<file path="src/rtl/gpu_pkg.sv">
// Shared opcode decode for the GP0 command receiver: range constants, framer
// states and the per-opcode packet length / kind lookup.
package gpu_pkg;

  localparam logic [1:0] ST_IDLE  = 2'd0;
  localparam logic [1:0] ST_FIXED = 2'd1;
  localparam logic [1:0] ST_POLY  = 2'd2;
  localparam logic [1:0] ST_IMG   = 2'd3;

  localparam logic [1:0] K_FIXED = 2'd0;
  localparam logic [1:0] K_POLY  = 2'd1;
  localparam logic [1:0] K_IMG   = 2'd2;

  localparam logic [2:0] OPR_POLY = 3'b001;
  localparam logic [2:0] OPR_LINE = 3'b010;
  localparam logic [2:0] OPR_RECT = 3'b011;
  localparam logic [2:0] OPR_COPY = 3'b100;
  localparam logic [2:0] OPR_IMG  = 3'b101;
  localparam logic [2:0] OPR_RDBK = 3'b110;
  localparam logic [7:0] OP_FILL  = 8'h02;

  localparam logic [31:0] POLY_MASK = 32'hF000_F000;
  localparam logic [31:0] POLY_TERM = 32'h5000_5000;

  typedef struct packed {
    logic [1:0] kind;
    logic [7:0] len;
  } gp0_len_t;

  // len counts the command word; poly/img lengths are resolved by the framer
  function automatic gp0_len_t gp0_len(input logic [7:0] op);
    gp0_len_t   r;
    logic [7:0] n;
    r.kind = K_FIXED;
    r.len  = 8'd1;
    n      = op[3] ? 8'd4 : 8'd3;
    if (op == OP_FILL) r.len = 8'd3;
    else begin
      case (op[7:5])
        OPR_POLY: r.len = 8'd1 + n * (8'd1 + {7'd0, op[2]}) + (op[4] ? n - 8'd1 : 8'd0);
        OPR_LINE: begin
          if (op[3]) begin
            r.kind = K_POLY;
            r.len  = 8'd0;
          end else r.len = op[4] ? 8'd4 : 8'd3;
        end
        OPR_RECT: r.len = 8'd2 + {7'd0, op[2]} + {7'd0, op[4:3] == 2'b00};
        OPR_COPY: r.len = 8'd4;
        OPR_IMG: begin
          r.kind = K_IMG;
          r.len  = 8'd3;
        end
        OPR_RDBK: r.len = 8'd3;
        default: ;
      endcase
    end
    return r;
  endfunction

  // halfword pixels packed two per word; zero size fields mean max extent
  function automatic logic [19:0] img_words(input logic [9:0] wf, input logic [8:0] hf);
    logic [10:0] w;
    logic [9:0]  h;
    logic [20:0] px;
    w  = (wf == '0) ? 11'd1024 : {1'b0, wf};
    h  = (hf == '0) ? 10'd512 : {1'b0, hf};
    px = 21'(w) * 21'(h);
    return 20'((px + 21'd1) >> 1);
  endfunction

endpackage

</file>
<file path="src/rtl/gpu_sync_fifo.sv">
// Show-ahead 32-bit synchronous FIFO with synchronous flush and occupancy count.
module gpu_sync_fifo #(
  parameter  int DEPTH = 16,
  localparam int AW    = $clog2(DEPTH),
  localparam int CW    = AW + 1
) (
  input  logic          clk,
  input  logic          rst_n,
  input  logic          flush,
  input  logic          push,
  input  logic [31:0]   wdata,
  input  logic          pop,
  output logic [31:0]   rdata,
  output logic [CW-1:0] count,
  output logic          empty,
  output logic          full
);

  logic [31:0]   mem_q [DEPTH];
  logic [AW-1:0] wr_q, wr_d, rd_q, rd_d;
  logic [CW-1:0] cnt_q, cnt_d;
  logic          do_push, do_pop;

  assign full    = (cnt_q == CW'(DEPTH));
  assign empty   = (cnt_q == '0);
  assign do_push = push & ~full & ~flush;
  assign do_pop  = pop & ~empty & ~flush;

  always_comb begin
    wr_d  = wr_q;
    rd_d  = rd_q;
    cnt_d = cnt_q;
    if (flush) begin
      wr_d  = '0;
      rd_d  = '0;
      cnt_d = '0;
    end else begin
      if (do_push) wr_d = wr_q + AW'(1);
      if (do_pop)  rd_d = rd_q + AW'(1);
      cnt_d = cnt_q + CW'(do_push) - CW'(do_pop);
    end
  end

  always_ff @(posedge clk or negedge rst_n) begin
    if (!rst_n) begin
      wr_q  <= '0;
      rd_q  <= '0;
      cnt_q <= '0;
    end else begin
      wr_q  <= wr_d;
      rd_q  <= rd_d;
      cnt_q <= cnt_d;
    end
  end

  always_ff @(posedge clk) begin
    if (do_push) mem_q[wr_q] <= wdata;
  end

  assign rdata = mem_q[rd_q];
  assign count = cnt_q;

endmodule

</file>
<file path="src/rtl/gpu_cmd_rx.sv">
// GP0/GP1 command port receiver: buffers GP0 words, frames them into packets
// for the draw engine, and forwards GP1 control words as one-cycle pulses.
module gpu_cmd_rx
  import gpu_pkg::*;
#(
  parameter  int DEPTH = 16,
  localparam int CW    = $clog2(DEPTH) + 1
) (
  input  logic          clk,
  input  logic          rst_n,
  input  logic [31:0]   main_bus,
  input  logic          to_gp0,
  input  logic          to_gp1,
  output logic          fifo_full,
  output logic [CW-1:0] fifo_count,
  output logic          overflow,
  output logic [31:0]   gp1_word,
  output logic          gp1_valid,
  output logic [31:0]   pkt_word,
  output logic          pkt_valid,
  input  logic          pkt_ready,
  output logic          pkt_first,
  output logic          pkt_last,
  output logic [7:0]    pkt_opcode,
  output logic          busy
);

  logic [31:0]   head;
  logic          empty, full, flush, xfer, last;
  logic [CW-1:0] count;
  gp0_len_t      hinfo;

  logic [1:0]  state_q, state_d;
  logic [7:0]  idx_q, idx_d;
  logic [7:0]  len_q, len_d;
  logic [7:0]  op_q, op_d;
  logic        shaded_q, shaded_d;
  logic [19:0] rem_q, rem_d;
  logic        ovf_q, ovf_d;
  logic [31:0] g1w_q, g1w_d;
  logic        g1v_q, g1v_d;

  // GP1 reset / reset-command-buffer opcodes also swallow a same-cycle GP0 word
  assign flush = to_gp1 & (main_bus[31:25] == 7'd0);

  gpu_sync_fifo #(.DEPTH(DEPTH)) u_fifo (
    .clk   (clk),
    .rst_n (rst_n),
    .flush (flush),
    .push  (to_gp0 & ~to_gp1),
    .wdata (main_bus),
    .pop   (xfer),
    .rdata (head),
    .count (count),
    .empty (empty),
    .full  (full)
  );

  assign pkt_valid = ~empty;
  assign xfer      = pkt_valid & pkt_ready;
  assign hinfo     = gp0_len(head[31:24]);

  always_comb begin
    last = 1'b0;
    case (state_q)
      ST_IDLE:  last = (hinfo.kind == K_FIXED) && (hinfo.len == 8'd1);
      ST_FIXED: last = (idx_q == len_q - 8'd1);
      ST_POLY:  last = ((head & POLY_MASK) == POLY_TERM) &&
                       (shaded_q ? (idx_q >= 8'd4 && !idx_q[0]) : (idx_q >= 8'd3));
      default:  last = (idx_q == 8'd3) && (rem_q == 20'd1);
    endcase
  end

  // idx only needs parity past 4 for polylines, and tops out at 3 for image data
  always_comb begin
    state_d  = state_q;
    idx_d    = idx_q;
    len_d    = len_q;
    op_d     = op_q;
    shaded_d = shaded_q;
    rem_d    = rem_q;
    if (xfer) begin
      case (state_q)
        ST_IDLE: begin
          op_d     = head[31:24];
          shaded_d = head[28];
          len_d    = hinfo.len;
          idx_d    = 8'd1;
          case (hinfo.kind)
            K_POLY:  state_d = ST_POLY;
            K_IMG:   state_d = ST_IMG;
            default: state_d = ST_FIXED;
          endcase
        end
        ST_FIXED: idx_d = idx_q + 8'd1;
        ST_POLY:  idx_d = (idx_q == 8'd5) ? 8'd4 : idx_q + 8'd1;
        default: begin
          if (idx_q == 8'd2)      rem_d = img_words(head[9:0], head[24:16]);
          else if (idx_q == 8'd3) rem_d = rem_q - 20'd1;
          if (idx_q != 8'd3)      idx_d = idx_q + 8'd1;
        end
      endcase
      if (last) begin
        state_d = ST_IDLE;
        idx_d   = 8'd0;
      end
    end
    if (flush) begin
      state_d = ST_IDLE;
      idx_d   = 8'd0;
      op_d    = 8'd0;
      rem_d   = 20'd0;
    end
  end

  assign ovf_d = flush ? 1'b0 : (ovf_q | (to_gp0 & (to_gp1 | full)));
  assign g1v_d = to_gp1;
  assign g1w_d = to_gp1 ? main_bus : g1w_q;

  always_ff @(posedge clk or negedge rst_n) begin
    if (!rst_n) begin
      state_q  <= ST_IDLE;
      idx_q    <= '0;
      len_q    <= '0;
      op_q     <= '0;
      shaded_q <= 1'b0;
      rem_q    <= '0;
      ovf_q    <= 1'b0;
      g1w_q    <= '0;
      g1v_q    <= 1'b0;
    end else begin
      state_q  <= state_d;
      idx_q    <= idx_d;
      len_q    <= len_d;
      op_q     <= op_d;
      shaded_q <= shaded_d;
      rem_q    <= rem_d;
      ovf_q    <= ovf_d;
      g1w_q    <= g1w_d;
      g1v_q    <= g1v_d;
    end
  end

  assign fifo_full  = full;
  assign fifo_count = count;
  assign overflow   = ovf_q;
  assign gp1_word   = g1w_q;
  assign gp1_valid  = g1v_q;
  assign pkt_word   = pkt_valid ? head : '0;
  assign pkt_first  = pkt_valid & (state_q == ST_IDLE);
  assign pkt_last   = pkt_valid & last;
  assign pkt_opcode = (state_q == ST_IDLE) ? pkt_word[31:24] : op_q;
  assign busy       = pkt_valid | (state_q != ST_IDLE);

endmodule

</file>
<file path="config.mk">
export PLATFORM = sky130hd
export DESIGN_NAME = gpu_cmd_rx
export DESIGN_NICKNAME = d
export VERILOG_FILES = /design/src/rtl/gpu_pkg.sv /design/src/rtl/gpu_sync_fifo.sv /design/src/rtl/gpu_cmd_rx.sv
export SDC_FILE = /design/constraint.sdc
export NUM_CORES = 1
export LEC_CHECK = 0
export ABC_AREA = 0
export BUFFER_PORTS_ARGS = -buffer_cell sky130_fd_sc_hd__buf_2
export CELL_PAD_IN_SITES_DETAIL_PLACEMENT = 1
export CELL_PAD_IN_SITES_GLOBAL_PLACEMENT = 1
export CORE_MARGIN = 2
export CORE_UTILIZATION = 53
export CTS_BUF_LIST = sky130_fd_sc_hd__clkbuf_16
export DETAILED_ROUTE_END_ITERATION = 8
export PLACE_DENSITY_LB_ADDON = 0.1
export SLEW_MARGIN = 10
export SYNTH_ARGS = -nofsm -noshare
export SYNTH_HDL_FRONTEND = slang
export SYNTH_SLANG_ARGS = --single-unit
</file>
<file path="constraint.sdc">
create_clock -name clk -period 10.47 [get_ports clk]
set_input_delay 3.141 -clock clk [delete_from_list [all_inputs] [get_ports clk]]
set_output_delay 3.141 -clock clk [all_outputs]
set_load 0.01 [all_outputs]
</file>
==> summary.md <==
| Metric | Value |
|---|---|
| CTS Hold Bufs | `0` |
| Routed len/inst | `27.8 um` |
| Clock Sinks | `603` |
| Top cell type's share of synthesized area | `53.3%` |
| Hold Path Class | `reg2reg` |
| Num CTS Buffers | `61` |
| Total area of sequential cells | `17700 um2` |
| Worst Setup SP | `u_fifo.rd_q[0]$_DFFE_PN0P_` |
| Post-Route Skew | `roughly 26 ps` |
| YS warnings | `0` |
| Number of global-route vias before repair | `18239` |
| Post-synth top cells | `512 x edfxtp_1, 160 x nor2_1, 134 x mux4_2` |
| FF-to-FF Start | `u_fifo.rd_q[0]$_DFFE_PN0P_` |
| Ant diodes | `0` |
| Critical path endpoint | `pkt_last` |
| Crit Path Max Fanout | `49` |
| First-pass GRT wire length | `116 mm` |
| Syn_nets | `2039` |
| Fin nets | `2177` |
| Sequence of cells on the critical path | `buf_4 -> mux4_2 -> mux4_2 -> inv_1 -> ha_1 -> fa_1 -> ha_1 -> a21o_1 -> a21oi_1 -> xnor2_1 -> nor3_1 -> a211oi_1 -> o2bb2ai_1 -> a211oi_2 -> nor2_1 -> nor2_1 -> nor2_1 -> buf_2` |
| GP Congestion | `0.863` |
| Area occupied by multi-input gates | `approximately 10000 um2` |
| Final setup TNS | `0 ps` |
| WL met2 | `approximately 37 mm` |
| Worst stage delay on the critical path | `1040 ps` |
| Met1 wire length | `about 33 mm` |
| Clock transition at path regs | `60 ps` |
| Largest family of logic cells by synthesized area | `multiplexers` |
| Rows | `85` |
| WP data arrival | `6260 ps` |
| Synth cell types | `78` |
| Setup Buffers After CTS | `0` |
| Ys async rst share | `15.1%` |
| Fin crit share | `89.8%` |
| Post-synthesis cell count | `1838` |
| Total die area | `56300 um2` |
| Slew Viols, Final | `0` |
| CP endpoint kind | `primary output` |
| Max frequency | `106 MHz` |
| RSZ-0062 raised after global routing | `no` |
| GR Util All Layers | `~28%` |
| Clock Latency Late Sink | `640 ps` |
| Simple-gate share of the synthesized area | `7.33%` |
| Seq/Total Area, Yosys | `61.2%` |
| Worst reg2reg path endpoint | `rem_q[19]$_DFFE_PN0P_` |
| R2r setup slk | `1590 ps` |
| Pin count of the biggest net entering global routing | `64` |
| Slew margin rel. | `30.3%` |
| Outcome | `finished clean` |
| Post-Synth XOR/XNOR Area | `1.06%` |
| Cell mode on critical path | `nor2_1` |
| Startpoint types | `flop` |
| Endpoints failing setup | `0` |
| TritonCTS clock tree | `yes` |
| Synth top area cells | `edfxtp_1 53%, mux4_2 10%, dfrtp_1 7.9%, fa_1 5.1%, ha_1 4.0%` |
| Drt initial violations | `1383` |
| Compound-Gate Fraction of Synth Area | `around 4%` |
| Filler cells | `4930` |
| Worst R2R Path Depth | `27` |
| Most common cell in the netlist | `edfxtp_1` |
| Initial core utilization | `53.6%` |
| ANT nets after route | `0` |
| Minimum clock period | `roughly 9400 ps` |
| Post-synth EDFFs | `about 510` |
| Biggest area consumer among synthesized cells | `edfxtp_1` |
| Core box area | `~54000 um2` |
| Drt total wl | `around 76 mm` |
| Clk root buf | `clkbuf_16` |
| Worst Tran Pin Value | `1050 ps` |
| Routed length on met3 | `roughly 4.2 mm` |
| Max-cap viol count | `0` |
| CP Data Required Time | `roughly 7300 ps` |
| Area grow syn2layout | `11.7%` |
| Mean post-synth cell area | `15.7 um2` |
| Die W | `between 200 and 250 um` |
| Final Hold Vio Count | `0` |
| Critical path's slowest cell | `dfrtp_4` |
| HPWL after detailed placement | `45.7 mm` |
| H-tree depth | `2` |
| Cell Area, Synth | `28800 um2` |
| Mux cell area share after synthesis | `13.9%` |
| CTS resizes | `0` |
| CTS Buffer Depth | `3` |
| Share of layout cells above drive strength 1 | `between 20% and 30%` |
| IO Count | `121` |
| Vias per cell | `6.13` |
| Die H | `between 200 and 250 um` |
| Port bufs | `between 100 and 150` |
| Initial antenna violation count | `0` |
| Yosys reg bits | `603` |
| Via count | `about 17000` |
| Drt pass-1 iters | `5` |
| Top_reg_cell synth | `edfxtp_1` |
| Max Used Layer | `met4` |
| Kind of critical path | `reg2out` |
| Area share of fa/ha/maj cells after synthesis | `a little under a tenth` |
| DRC | `0` |
| GR Overflow Total | `0` |
[final cells by class]
class / count / share of cell area [%]
multi-input cells: 1031 / 32.1
clock buffers: 61 / 4.74
inverters: 118 / 1.38
repair buffers: 161 / 2.87
well taps: 696 / 2.70
flip-flops and latches: 603 / 54.9
clock inverters: 54 / 1.35
[how the worst min path moves through the flow]
| stage | start | cells past startpoint | end |
|---|---|---|---|
| finish | len_q[1]$_DFFE_PN0P_ | 2 | len_q[1]$_DFFE_PN0P_ |
| global route | gp1_word[7]$_DFFE_PN0P_ | 1 | gp1_word[7]$_DFFE_PN0P_ |
| CTS | len_q[1]$_DFFE_PN0P_ | 2 | len_q[1]$_DFFE_PN0P_ |
| detailed placement | gp1_word[0]$_DFFE_PN0P_ | 1 | gp1_word[0]$_DFFE_PN0P_ |
| global placement | rem_q[10]$_DFFE_PN0P_ | 1 | rem_q[10]$_DFFE_PN0P_ |
| floorplan | len_q[1]$_DFFE_PN0P_ | 2 | len_q[1]$_DFFE_PN0P_ |
[cells in the final DEF, fill, tap and decap left out, types with 27 or more instances in the layout]
master	instances
mux2_2	53
buf_4	41
a21oi_1	45
ha_1	91
o21ai_0	47
buf_2	119
edfxtp_1	512
nand2b_1	28
nand2_1	103
nor2b_1	27
mux4_2	134
clkbuf_16	61
inv_1	134
fa_1	73
nor2_1	148
dfrtp_1	87
[sequential cells by signal, indices dropped and copies added (netlist names)]
signal,cells
overflow,1
gp1_valid,1
u_fifo.count,5
shaded_q,1
state_q,2
u_fifo.mem_q,512
idx_q,8
u_fifo.rd_q,4
op_q,8
u_fifo.wr_q,4
gp1_word,32
len_q,5
rem_q,20
[cells by family after synthesis]
group	count (synthesis)
multiplexers	216
buffers and inverters	204
adder cells (fa/ha/maj)	164
AND/OR/NAND/NOR	438
flip-flops	603
AO/OA/AOI/OAI	178
XOR/XNOR	35
[worst max-delay path: cells and delay by family, from the launching register on]
kind                     cells  cell delay [ps]
flip-flops                   1             1040
XOR/XNOR                     1              180
buffers and inverters        3              780
AND/OR/NAND/NOR              4              340
adder cells (fa/ha/maj)      3             1010
AO/OA/AOI/OAI                5             1030
multiplexers                 2             1190
[per-stage QoR]
| step | setup slack (ps) | cells | hold slack (ps) | utilization [%] | instance area (um2) |
|---|---|---|---|---|---|
| floorplan | 2430 | 1838 | 463 | - | 28800 |
| global placement | 1740 | 2609 | 483 | 56.2 | 30200 |
| detailed placement | 1580 | 2609 | 490 | 56.2 | 30200 |
| CTS | 957 | 2724 | 507 | 59.8 | 32200 |
| global route | 660 | 2724 | 525 | 59.8 | 32200 |
| finish | 1070 | 2724 | 503 | 59.8 | 32200 |
[routing by layer]
layer  track usage (%)  vias up
li1                  -     7158
met1              39.6     8841
met2              45.6      570
met3              3.77      128
met4              7.83        0
met5                 0        -
Power is not shown: default switching activity piles up to over one toggle a cycle in this logic, so the estimate is an artifact.
